## src/rtl/nes_joypad_pkg.sv

```systemverilog
// nes_joypad_pkg: button bit positions, shift fill value and the SOCD clean-up helper.
package nes_joypad_pkg;
    typedef logic [7:0] btn_t;
    localparam int BTN_A      = 0;
    localparam int BTN_B      = 1;
    localparam int BTN_SELECT = 2;
    localparam int BTN_START  = 3;
    localparam int BTN_UP     = 4;
    localparam int BTN_DOWN   = 5;
    localparam int BTN_LEFT   = 6;
    localparam int BTN_RIGHT  = 7;
    // An official 4021 pad shifts in ones, so reads 9+ return 1
    localparam logic SHIFT_FILL = 1'b1;
    // Opposing D-pad directions cancel out instead of reaching the game
    function automatic btn_t socd_clean(input btn_t b);
        socd_clean = b;
        if (b[BTN_UP] && b[BTN_DOWN]) begin
            socd_clean[BTN_UP]   = 1'b0;
            socd_clean[BTN_DOWN] = 1'b0;
        end
        if (b[BTN_LEFT] && b[BTN_RIGHT]) begin
            socd_clean[BTN_LEFT]  = 1'b0;
            socd_clean[BTN_RIGHT] = 1'b0;
        end
    endfunction
endpackage

```

## src/rtl/nes_joypad_watchdog.sv

```systemverilog
// nes_joypad_watchdog: report-staleness timer.
// Ports: i_clk, i_rst_n (async active-low), i_btn_valid (report strobe),
//        o_expire (one-cycle pulse on the cycle the timeout is reached, valid wins),
//        o_stale (high from reset / expiry until the next report).
module nes_joypad_watchdog
    import nes_joypad_pkg::*;
#(
    parameter int C_CLK_HZ     = 48000000,
    parameter int C_TIMEOUT_MS = 100
) (
    input  logic i_clk,
    input  logic i_rst_n,
    input  logic i_btn_valid,
    output logic o_expire,
    output logic o_stale
);
    localparam int C_LIMIT = C_CLK_HZ / 1000 * C_TIMEOUT_MS;
    generate
        if (C_LIMIT > 0) begin : g_wd
            localparam int W = $clog2(C_LIMIT) + 1;
            logic [W-1:0] cnt;
            // Fires on the edge that takes the counter to the limit
            assign o_expire = !i_btn_valid && cnt == W'(C_LIMIT - 1);
            always_ff @(posedge i_clk or negedge i_rst_n)
                if (!i_rst_n) begin
                    cnt     <= '0;
                    o_stale <= 1'b1;
                end else if (i_btn_valid) begin
                    cnt     <= '0;
                    o_stale <= 1'b0;
                end else begin
                    if (cnt != W'(C_LIMIT)) cnt <= cnt + W'(1);
                    if (o_expire) o_stale <= 1'b1;
                end
        end else begin : g_nowd
            assign o_expire = 1'b0;
            always_ff @(posedge i_clk or negedge i_rst_n)
                if (!i_rst_n) o_stale <= 1'b1;
                else if (i_btn_valid) o_stale <= 1'b0;
        end
    endgenerate
endmodule

```

## src/rtl/nes_joypad_shifter.sv

```systemverilog
// nes_joypad_shifter: 4021-style NES controller fed from decoded USB button reports.
// Ports: i_clk, i_rst_n (async active-low), i_btn[7:0] {right,left,down,up,start,select,b,a},
//        i_btn_valid, i_strobe (latch level), i_read (one pulse per CPU read),
//        o_data (serial button bit), o_stale (no recent report).
// Macro NES_JOYPAD_SOCD_CLEAN_EN: cancel opposing D-pad directions before holding.
module nes_joypad_shifter
    import nes_joypad_pkg::*;
#(
    parameter int C_CLK_HZ     = 48000000,
    parameter int C_TIMEOUT_MS = 100
) (
    input  logic       i_clk,
    input  logic       i_rst_n,
    input  logic [7:0] i_btn,
    input  logic       i_btn_valid,
    input  logic       i_strobe,
    input  logic       i_read,
    output logic       o_data,
    output logic       o_stale
);
    btn_t btn_f, r_hold, r_shift;
    logic wd_expire;
`ifdef NES_JOYPAD_SOCD_CLEAN_EN
    assign btn_f = socd_clean(i_btn);
`else
    assign btn_f = i_btn;
`endif
    nes_joypad_watchdog #(
        .C_CLK_HZ    (C_CLK_HZ),
        .C_TIMEOUT_MS(C_TIMEOUT_MS)
    ) u_wd (
        .i_clk      (i_clk),
        .i_rst_n    (i_rst_n),
        .i_btn_valid(i_btn_valid),
        .o_expire   (wd_expire),
        .o_stale    (o_stale)
    );
    always_ff @(posedge i_clk or negedge i_rst_n)
        if (!i_rst_n) r_hold <= '0;
        else if (i_btn_valid) r_hold <= btn_f;
        else if (wd_expire) r_hold <= '0;
    // Strobe high keeps reloading and masks reads; a rising strobe discards unread bits
    always_ff @(posedge i_clk or negedge i_rst_n)
        if (!i_rst_n) r_shift <= '0;
        else if (i_strobe) r_shift <= r_hold;
        else if (i_read) r_shift <= {SHIFT_FILL, r_shift[7:1]};
    assign o_data = r_shift[BTN_A];
endmodule
```

## config.mk

```make
export PLATFORM = sky130hd
export DESIGN_NAME = nes_joypad_shifter
export DESIGN_NICKNAME = d
export VERILOG_FILES = /design/src/rtl/nes_joypad_pkg.sv /design/src/rtl/nes_joypad_watchdog.sv /design/src/rtl/nes_joypad_shifter.sv
export SDC_FILE = /design/constraint.sdc
export NUM_CORES = 1
export LEC_CHECK = 0
export ABC_CLOCK_PERIOD_IN_PS = 4100
export BUFFER_PORTS_ARGS = -buffer_cell sky130_fd_sc_hd__buf_2
export CORE_AREA = 2 2 62 64
export CTS_BUF_LIST = sky130_fd_sc_hd__clkbuf_2 sky130_fd_sc_hd__clkbuf_4 sky130_fd_sc_hd__clkbuf_8
export DETAILED_ROUTE_END_ITERATION = 8
export DIE_AREA = 0 0 64 66
export PLACE_DENSITY = 0.77
export SLEW_MARGIN = 5
export SYNTH_ARGS = -nofsm -noshare
export SYNTH_HDL_FRONTEND = slang
export SYNTH_SLANG_ARGS = --single-unit
```

## constraint.sdc

```tcl
create_clock -name i_clk -period 4.1 [get_ports i_clk]
set_input_delay 1.025 -clock i_clk [delete_from_list [all_inputs] [get_ports i_clk]]
set_output_delay 1.025 -clock i_clk [all_outputs]
set_load 0.02 [all_outputs]
```

==> impl_metrics.csv, run 1 <==
group,metric,value,unit
logic_synthesis,synthFlopType,"dfrtp_1",
worst_hold_path,min_delay_path_depth,2,
setup_path,end_kind,"flop",
logic_synthesis,synth-seq-cells,41,
floorplan,boundaryPins,15,
logic_synthesis,synth-compound-area-share,12.0,%
placement,dp.cells,257,
logic_synthesis,synth_top_family_by_area,"simple AND/OR/NAND/NOR gates",
placement,io_buffers,14,
logic_synthesis,yosys_warnings,0,
cells_and_area,fillers,293,
job,cap_violations,0,
setup_path,cp_top_family,"simple AND/OR/NAND/NOR gates",
clock_tree,cts.sinks,41,
sta,rsz0062_at_grt,"no",
logic_synthesis,synthMuxAreaShare,4.00,%
logic_synthesis,synth_top_cell_area_share,49.2,%
logic_synthesis,synthTopCellsByArea,"dfrtp_1 49%, o21ai_0 3.9%, nand2_1 3.7%, a22o_1 3.4%, mux2i_1 3.4%",
logic_synthesis,synth_top_area_cell,"dfrtp_1",
sta,fin_worst_skew,9.84,ps
detailed_routing,first_iter_violations,142,
global_routing,met1_usage,26.1,%
setup_path,rr_worst_depth,5,
logic_synthesis,synth_xor_area_share,4.73,%
clock_tree,cts_buffer_depth,2,
detailed_routing,first_pass_iters,4,
cells_and_area,final_util,61.3,%
clock_tree,root_buffer,"clkbuf_4",
sta,setup_violations,0,
placement,gp_congestion,0.849,
detailed_routing,post-route-drc-count,0,
logic_synthesis,synth_enable_flop_cells,0,
cells_and_area,fin_nets,231,
detailed_routing,wl_per_cell,15.1,um
worst_hold_path,hold_path.startpoint,"r_hold[7]$_DFFE_PN0P_",
clock_tree,clk_pin_slew,120,ps
floorplan,die_h,66,um
power_and_ir_drop,p_total,0.693,mW
logic_synthesis,synth_area,2040,um2
cells_and_area,area_delta_synth_final,7.01,%
setup_path,r2r-end,"u_wd.g_wd.cnt[18]$_DFFE_PN0P_",
logic_synthesis,yosysMostFrequentCell,"dfrtp_1",
global_routing,grt_pass1_vias,1587,
global_routing,grt.met3_usage,5.28,%
floorplan,start_util,57.3,%
global_routing,use_met2,34.9,%
power_and_ir_drop,power.leakage,0.915,nW
logic_synthesis,synth_common_cells,"40 x dfrtp_1, 20 x nand2_1, 18 x nor2_1",
power_and_ir_drop,powerDensity,318,nW/um2
logic_synthesis,synthAdderAreaFrac,1.23,%
logic_synthesis,synthArstFlopShare,100,%
floorplan,dieArea,4220,um2
setup_path,startpoint_type,"flop",
global_routing,track_usage,21.6,%
clock_tree,cts_tree,"built",
setup_path,path_class,"reg2reg",
detailed_routing,finalWirelength,4.01,mm
global_routing,grt_overflow,0,
sta,maxSlewHeadroom,41.8,%
clock_tree,worstSkewPairLatency,360,ps
logic_synthesis,synth.avg_cell_area,9.98,um2
setup_path,cp_data_arrival_time,2490,ps
logic_synthesis,synth_cells,204,
sta,max_clock_freq,453,MHz
sta,drv_slew,0,
logic_synthesis,synth_simple_gate_area_share,25.0,%
clock_tree,cts_setup_buffers,0,
sta,fin_crit,2210,ps
setup_path,rrSetupSlack,1890,ps
clock_tree,cts_inserted_buffers,5,
setup_path,cpPeakStageDelay,540,ps
outcome,status,"complete, no violations",
logic_synthesis,synth_cell_types,38,
global_routing,grt-busiest-layer,"met2",
sta,fin_crit_sh,53.8,%
power_and_ir_drop,ir_drop,0.000151,V
clock_tree,ctsHoldBuffers,0,
setup_path,crit_path_top_delay_cell,"or3_1",
clock_tree,cts_resized,0,
global_routing,grt_pass1_wl,6.91,mm
sta,hold_viol_final,0,
clock_tree,h-tree-depth,2,
cells_and_area,drive_gt1_share,12.9,%
setup_path,critPathMaxFanout,9,
global_routing,grt_max_degree,42,
floorplan,core,3550,um2
logic_synthesis,yosysSeqAreaShare,50.5,%
setup_path,worstPathRequired,4380,ps
logic_synthesis,synth_nets,219,
detailed_routing,vias,1592,
placement,dp_hpwl,2.80,mm
cells_and_area,antenna_cells,0,
cells_and_area,stdcell_count,265,
worst_hold_path,hold_class,"reg2reg",
floorplan,rows,22,
setup_path,worstPathCellList,"ha_1 > nand3_1 > or3_1 > or4_1 > a21oi_1",
sta,final.setup.tns,0,ps
setup_path,path_buf_inv,0,
detailed_routing,avgViaCountPerCell,6.01,
worst_hold_path,holdPathEnd,"r_shift[7]$_DFFE_PN0P_",
detailed_routing,ant_nets,0,
sta,worstMarginPinSlew,874,ps
setup_path,r2r_start,"u_wd.g_wd.cnt[0]$_DFFE_PN0P_",
global_routing,grt_antenna_before_repair,0,
floorplan,die_width,64,um
[per-layer routing]
layer  up-vias  routed length, um  part of all wire [%]
li1        769                  -                     -
met1       750               1730                    43
met2        59               1930                    48
met3        14                226                   5.6
met4         0                128                   3.2
met5         -                  0                     0
[layout by cell type, fill, tap and decap left out, types with 2 or more instances in the layout]
cell / n
dfrtp_1: 40
nand2_1: 20
nor2_1: 18
o21ai_0: 16
buf_2: 14
a21oi_1: 11
nand3_1: 9
a22o_1: 8
mux2i_1: 7
xnor2_1: 6
clkbuf_4: 6
or4_1: 5
xor2_1: 5
o31ai_1: 4
nor4_1: 4
nand4_1: 4
inv_1: 3
and4_1: 3
and3_1: 3
nand4b_1: 3
nor2b_1: 3
nor4b_1: 3
nor3_1: 3
or3_1: 2
and2_1: 2
ha_1: 2
clkinv_2: 2
[metrics by stage]
stage          setup WS, ps  hold WS, ps  instance area [um2]
5_1_grt                1800          542                 2180
3_3_place_gp           2000          478                 2120
4_1_cts                1900          503                 2180
6_report               1890          500                 2180
2_1_floorplan          2150          451                 2040
3_5_place_dp           1910          477                 2120
[worst reg2reg max path, stage by stage, from the launching register on]
cell,delay [ps]
dfrtp_1,430
ha_1,250
nand3_1,190
or3_1,540
or4_1,540
a21oi_1,180
[cells by family (layout without fill, tap and decap cells)]
group	Yosys count	after routing
AND/OR/NAND/NOR	90	90
buffers and inverters	12	25
XOR/XNOR	11	11
flip-flops	41	41
AO/OA/AOI/OAI	40	40
multiplexers	8	8
adder cells (fa/ha/maj)	2	2
[worst max-delay path by stage]
stage	from	endpoint	slack, ps	cells after the start
after floorplan	u_wd.g_wd.cnt[0]$_DFFE_PN0P_	u_wd.g_wd.cnt[18]$_DFFE_PN0P_	2150	6
after global placement	i_btn_valid	r_hold[7]$_DFFE_PN0P_	2000	3
after detailed placement	i_btn_valid	r_hold[7]$_DFFE_PN0P_	1910	3
after CTS	u_wd.g_wd.cnt[0]$_DFFE_PN0P_	u_wd.g_wd.cnt[18]$_DFFE_PN0P_	1900	5
after global routing	u_wd.g_wd.cnt[0]$_DFFE_PN0P_	u_wd.g_wd.cnt[18]$_DFFE_PN0P_	1800	5
final	u_wd.g_wd.cnt[0]$_DFFE_PN0P_	u_wd.g_wd.cnt[18]$_DFFE_PN0P_	1890	5
[sequential cells by signal, indices dropped and copies added, names as in the netlist]
register,count
u_wd.g_wd.cnt,24
r_hold,8
r_shift,8
u_wd.o_stale,1
[power breakdown]
group          total [mW]  internal, mW  leakage, nW  switching (mW)
sequential          0.435         0.423        0.540          0.0118
combinational      0.0560        0.0234        0.340          0.0325
clock               0.202        0.0719       0.0354           0.130
total               0.693         0.518        0.915           0.174
[layout make-up]
type	instances	area, um2	area share, %
multi-input combinational	151	955	43.8
inverter	3	11.3	0.517
tap	48	60.1	2.76
timing repair buffer	14	70.1	3.22
clock buffer	6	45.0	2.07
clock inverter	2	10.0	0.460
sequential	41	1030	47.2
Power figures use the tool's default switching activity.
==> run 2: changes to the inputs <==
--- a/config.mk
+++ b/config.mk
@@ -5,13 +5,13 @@
 export SDC_FILE = /design/constraint.sdc
 export NUM_CORES = 1
 export LEC_CHECK = 0
-export ABC_CLOCK_PERIOD_IN_PS = 4100
+export ABC_CLOCK_PERIOD_IN_PS = 2000
 export BUFFER_PORTS_ARGS = -buffer_cell sky130_fd_sc_hd__buf_2
-export CORE_AREA = 2 2 62 64
+export CORE_AREA = 2 2 64 66
 export CTS_BUF_LIST = sky130_fd_sc_hd__clkbuf_2 sky130_fd_sc_hd__clkbuf_4 sky130_fd_sc_hd__clkbuf_8
 export DETAILED_ROUTE_END_ITERATION = 8
-export DIE_AREA = 0 0 64 66
-export PLACE_DENSITY = 0.77
+export DIE_AREA = 0 0 66 68
+export PLACE_DENSITY = 0.75
 export SLEW_MARGIN = 5
 export SYNTH_ARGS = -nofsm -noshare
 export SYNTH_HDL_FRONTEND = slang
==> constraint.sdc (replaced) <==
create_clock -name i_clk -period 2 [get_ports i_clk]
set_input_delay 0.5 -clock i_clk [delete_from_list [all_inputs] [get_ports i_clk]]
set_output_delay 0.5 -clock i_clk [all_outputs]
set_load 0.02 [all_outputs]
==> run 2 against run 1 <==
- highest routed layer unchanged
- largest cell class unchanged
- cell count increased by 4.2%
- critical endpoint is now u_wd.g_wd.cnt[21]$_DFFE_PN0P_
- sequential power increased by 110%
- combinational power increased by 120%
- clock skew decreased by 2.2 ps
- global-route usage decreased by 0.74 points
- critical path type unchanged
==> impl_metrics.csv, run 2 (synthesis gave the netlist of run 1 again) <==
group,metric,value,unit
floorplan,die_width,66,um
setup_path,startpoint_type,"flop",
sta,final.setup.tns,0,ps
setup_path,worstPathCellList,"nand4_2 > or4_4 > or4_1 > a21oi_1",
global_routing,grt_max_degree,42,
detailed_routing,finalWirelength,4.02,mm
setup_path,worstPathRequired,2230,ps
cells_and_area,largest_register_ffs,24,
setup_path,path_class,"reg2reg",
cells_and_area,design_area,2350,um2
floorplan,core,3860,um2
setup_path,cp_data_arrival_time,2100,ps
sta,maxSlewHeadroom,65.9,%
floorplan,boundaryPins,15,
power_and_ir_drop,ir_drop,0.000356,V
sta,worstMarginPinSlew,512,ps
global_routing,track_usage,20.8,%
worst_hold_path,hold_class,"in2async",
cells_and_area,layout_commonest_cell,"dfrtp_1",
outcome,status,"complete, no violations",
placement,dp_hpwl,2.93,mm
detailed_routing,wl_per_cell,14.6,um
setup_path,cp_top_family,"simple AND/OR/NAND/NOR gates",
floorplan,start_util,52.8,%
clock_tree,cts_inserted_buffers,5,
cells_and_area,area_delta_synth_final,15.5,%
detailed_routing,first_iter_violations,102,
power_and_ir_drop,p_sw,0.379,mW
detailed_routing,first_pass_iters,4,
setup_path,crit_path_top_delay_cell,"or4_4",
power_and_ir_drop,combPwrFrac,6.9,%
power_and_ir_drop,p_seq_share,49.7,%
clock_tree,cts_buffer_depth,2,
global_routing,grt_antenna_before_repair,0,
global_routing,grt_pass1_vias,1517,
clock_tree,cts_tree,"built",
power_and_ir_drop,p_total,1.80,mW
cells_and_area,top_regs,"u_wd.g_wd.cnt: 24 flops, r_hold: 8 flops, r_shift: 8 flops",
detailed_routing,avgViaCountPerCell,5.84,
global_routing,met1_usage,25.1,%
sta,hold_viol_final,0,
cells_and_area,antenna_cells,0,
placement,place_area,2190,um2
clock_tree,cts.sinks,41,
sta,fin_crit,1880,ps
power_and_ir_drop,intPower,1.42,mW
power_and_ir_drop,powerDensity,764,nW/um2
detailed_routing,post-route-drc-count,0,
sta,drv_slew,0,
global_routing,grt_pass1_wl,6.93,mm
clock_tree,h-tree-depth,2,
setup_path,cpPeakStageDelay,520,ps
placement,gp_congestion,0.881,
clock_tree,clk_pin_slew,80,ps
setup_path,critPathMaxFanout,6,
cells_and_area,layout_common_cells,"37 x dfrtp_1, 20 x nand2_1, 18 x nor2_1, 16 x o21ai_0, 14 x buf_2",
global_routing,grt.met3_usage,4.77,%
global_routing,grt-busiest-layer,"met2",
job,cap_violations,0,
sta,fin_worst_skew,7.60,ps
floorplan,die_h,68,um
detailed_routing,vias,1612,
cells_and_area,multi_input_area,975,um2
sta,setup_violations,0,
setup_path,path_buf_inv,0,
global_routing,grt_overflow,0,
cells_and_area,drive_gt1_share,19.5,%
power_and_ir_drop,p_sw_share,21.1,%
floorplan,rows,23,
clock_tree,cts_setup_buffers,0,
cells_and_area,fin_nets,240,
clock_tree,ctsHoldBuffers,0,
cells_and_area,fillers,347,
clock_tree,cts_resized,0,
setup_path,end_kind,"flop",
sta,fin_crit_sh,93.9,%
clock_tree,worstSkewPairLatency,300,ps
global_routing,use_met2,36.0,%
placement,io_buffers,14,
clock_tree,root_buffer,"clkbuf_8",
power_and_ir_drop,power.leakage,0.988,nW
cells_and_area,seq_area,1030,um2
cells_and_area,largest-register,"u_wd.g_wd.cnt",
detailed_routing,ant_nets,0,
floorplan,dieArea,4490,um2
sta,max_clock_freq,533,MHz
power_and_ir_drop,clkPwrFrac,43.4,%
run 2: cell types whose count changed in the layout (fill, tap and decap cells not counted), moves of 2 or more:
cell / previous run / this run
clkbuf_8: 0 / 5
clkbuf_4: 6 / 0
dfrtp_1: 40 / 37
buf_4: 0 / 9
dfrtp_2: 0 / 3
bufinv_16: 0 / 2
run 2: worst paths after layout:
kind | to | slack, ps | cells past startpoint | startpoint
max | u_wd.g_wd.cnt[21]$_DFFE_PN0P_ | 120 | 4 | u_wd.g_wd.cnt[4]$_DFFE_PN0P_
min in group i_clk | r_hold[7]$_DFFE_PN0P_ | 430 | 2 | i_btn[7]
max reg2reg | u_wd.g_wd.cnt[21]$_DFFE_PN0P_ | 120 | 4 | u_wd.g_wd.cnt[4]$_DFFE_PN0P_
min reg2reg | r_shift[2]$_DFFE_PN0P_ | 500 | 2 | r_hold[2]$_DFFE_PN0P_
min | u_wd.g_wd.cnt[12]$_DFFE_PN0P_ | 250 | 2 | i_rst_n
max in group asynchronous | u_wd.g_wd.cnt[8]$_DFFE_PN0P_ | 1370 | 2 | i_rst_n
run 2: worst register-to-register path, cell delays in order (launching register included):
cell and delay [ps]:
dfrtp_1 460, nand4_2 170, or4_4 520, or4_1 510, a21oi_1 160
run 2: power groups by stage:
| stage | clock network [mW] | logic [mW] | registers (mW) |
|---|---|---|---|
| detailed placement | 0 | 0.127 | 0.908 |
| finish | 0.780 | 0.124 | 0.892 |
| CTS | 0.796 | 0.128 | 0.891 |
| global placement | 0 | 0.121 | 0.905 |
| global route | 0.833 | 0.145 | 0.897 |
| floorplan | 0 | 0.0703 | 0.905 |
run 2: layout make-up:
type | count | share of cell area (%)
Clock buffer | 5 | 2.93
Multi-Input combinational cell | 151 | 41.5
Clock inverter | 3 | 2.77
Inverter | 3 | 0.479
Tap cell | 50 | 2.66
Timing Repair Buffer | 23 | 5.85
Sequential cell | 41 | 43.9
run 2: per-stage QoR:
stage / hold slack (ps) / cells / utilization (%) / setup WS (ps)
floorplan: 204 / 204 / - / 50.2
finish: 247 / 276 / 61.0 / 122
CTS: 268 / 276 / 60.4 / 6.80
global placement: 470 / 268 / 56.9 / 105
global route: 309 / 276 / 61.0 / -0.0386
detailed placement: 474 / 268 / 56.9 / 22.4
run 2: per-layer routing:
| layer | share of wire, % | up-vias |
|---|---|---|
| li1 | - | 785 |
| met5 | 0 | - |
| met3 | 3.9 | 8 |
| met4 | 2.2 | 0 |
| met1 | 43 | 773 |
| met2 | 51 | 46 |
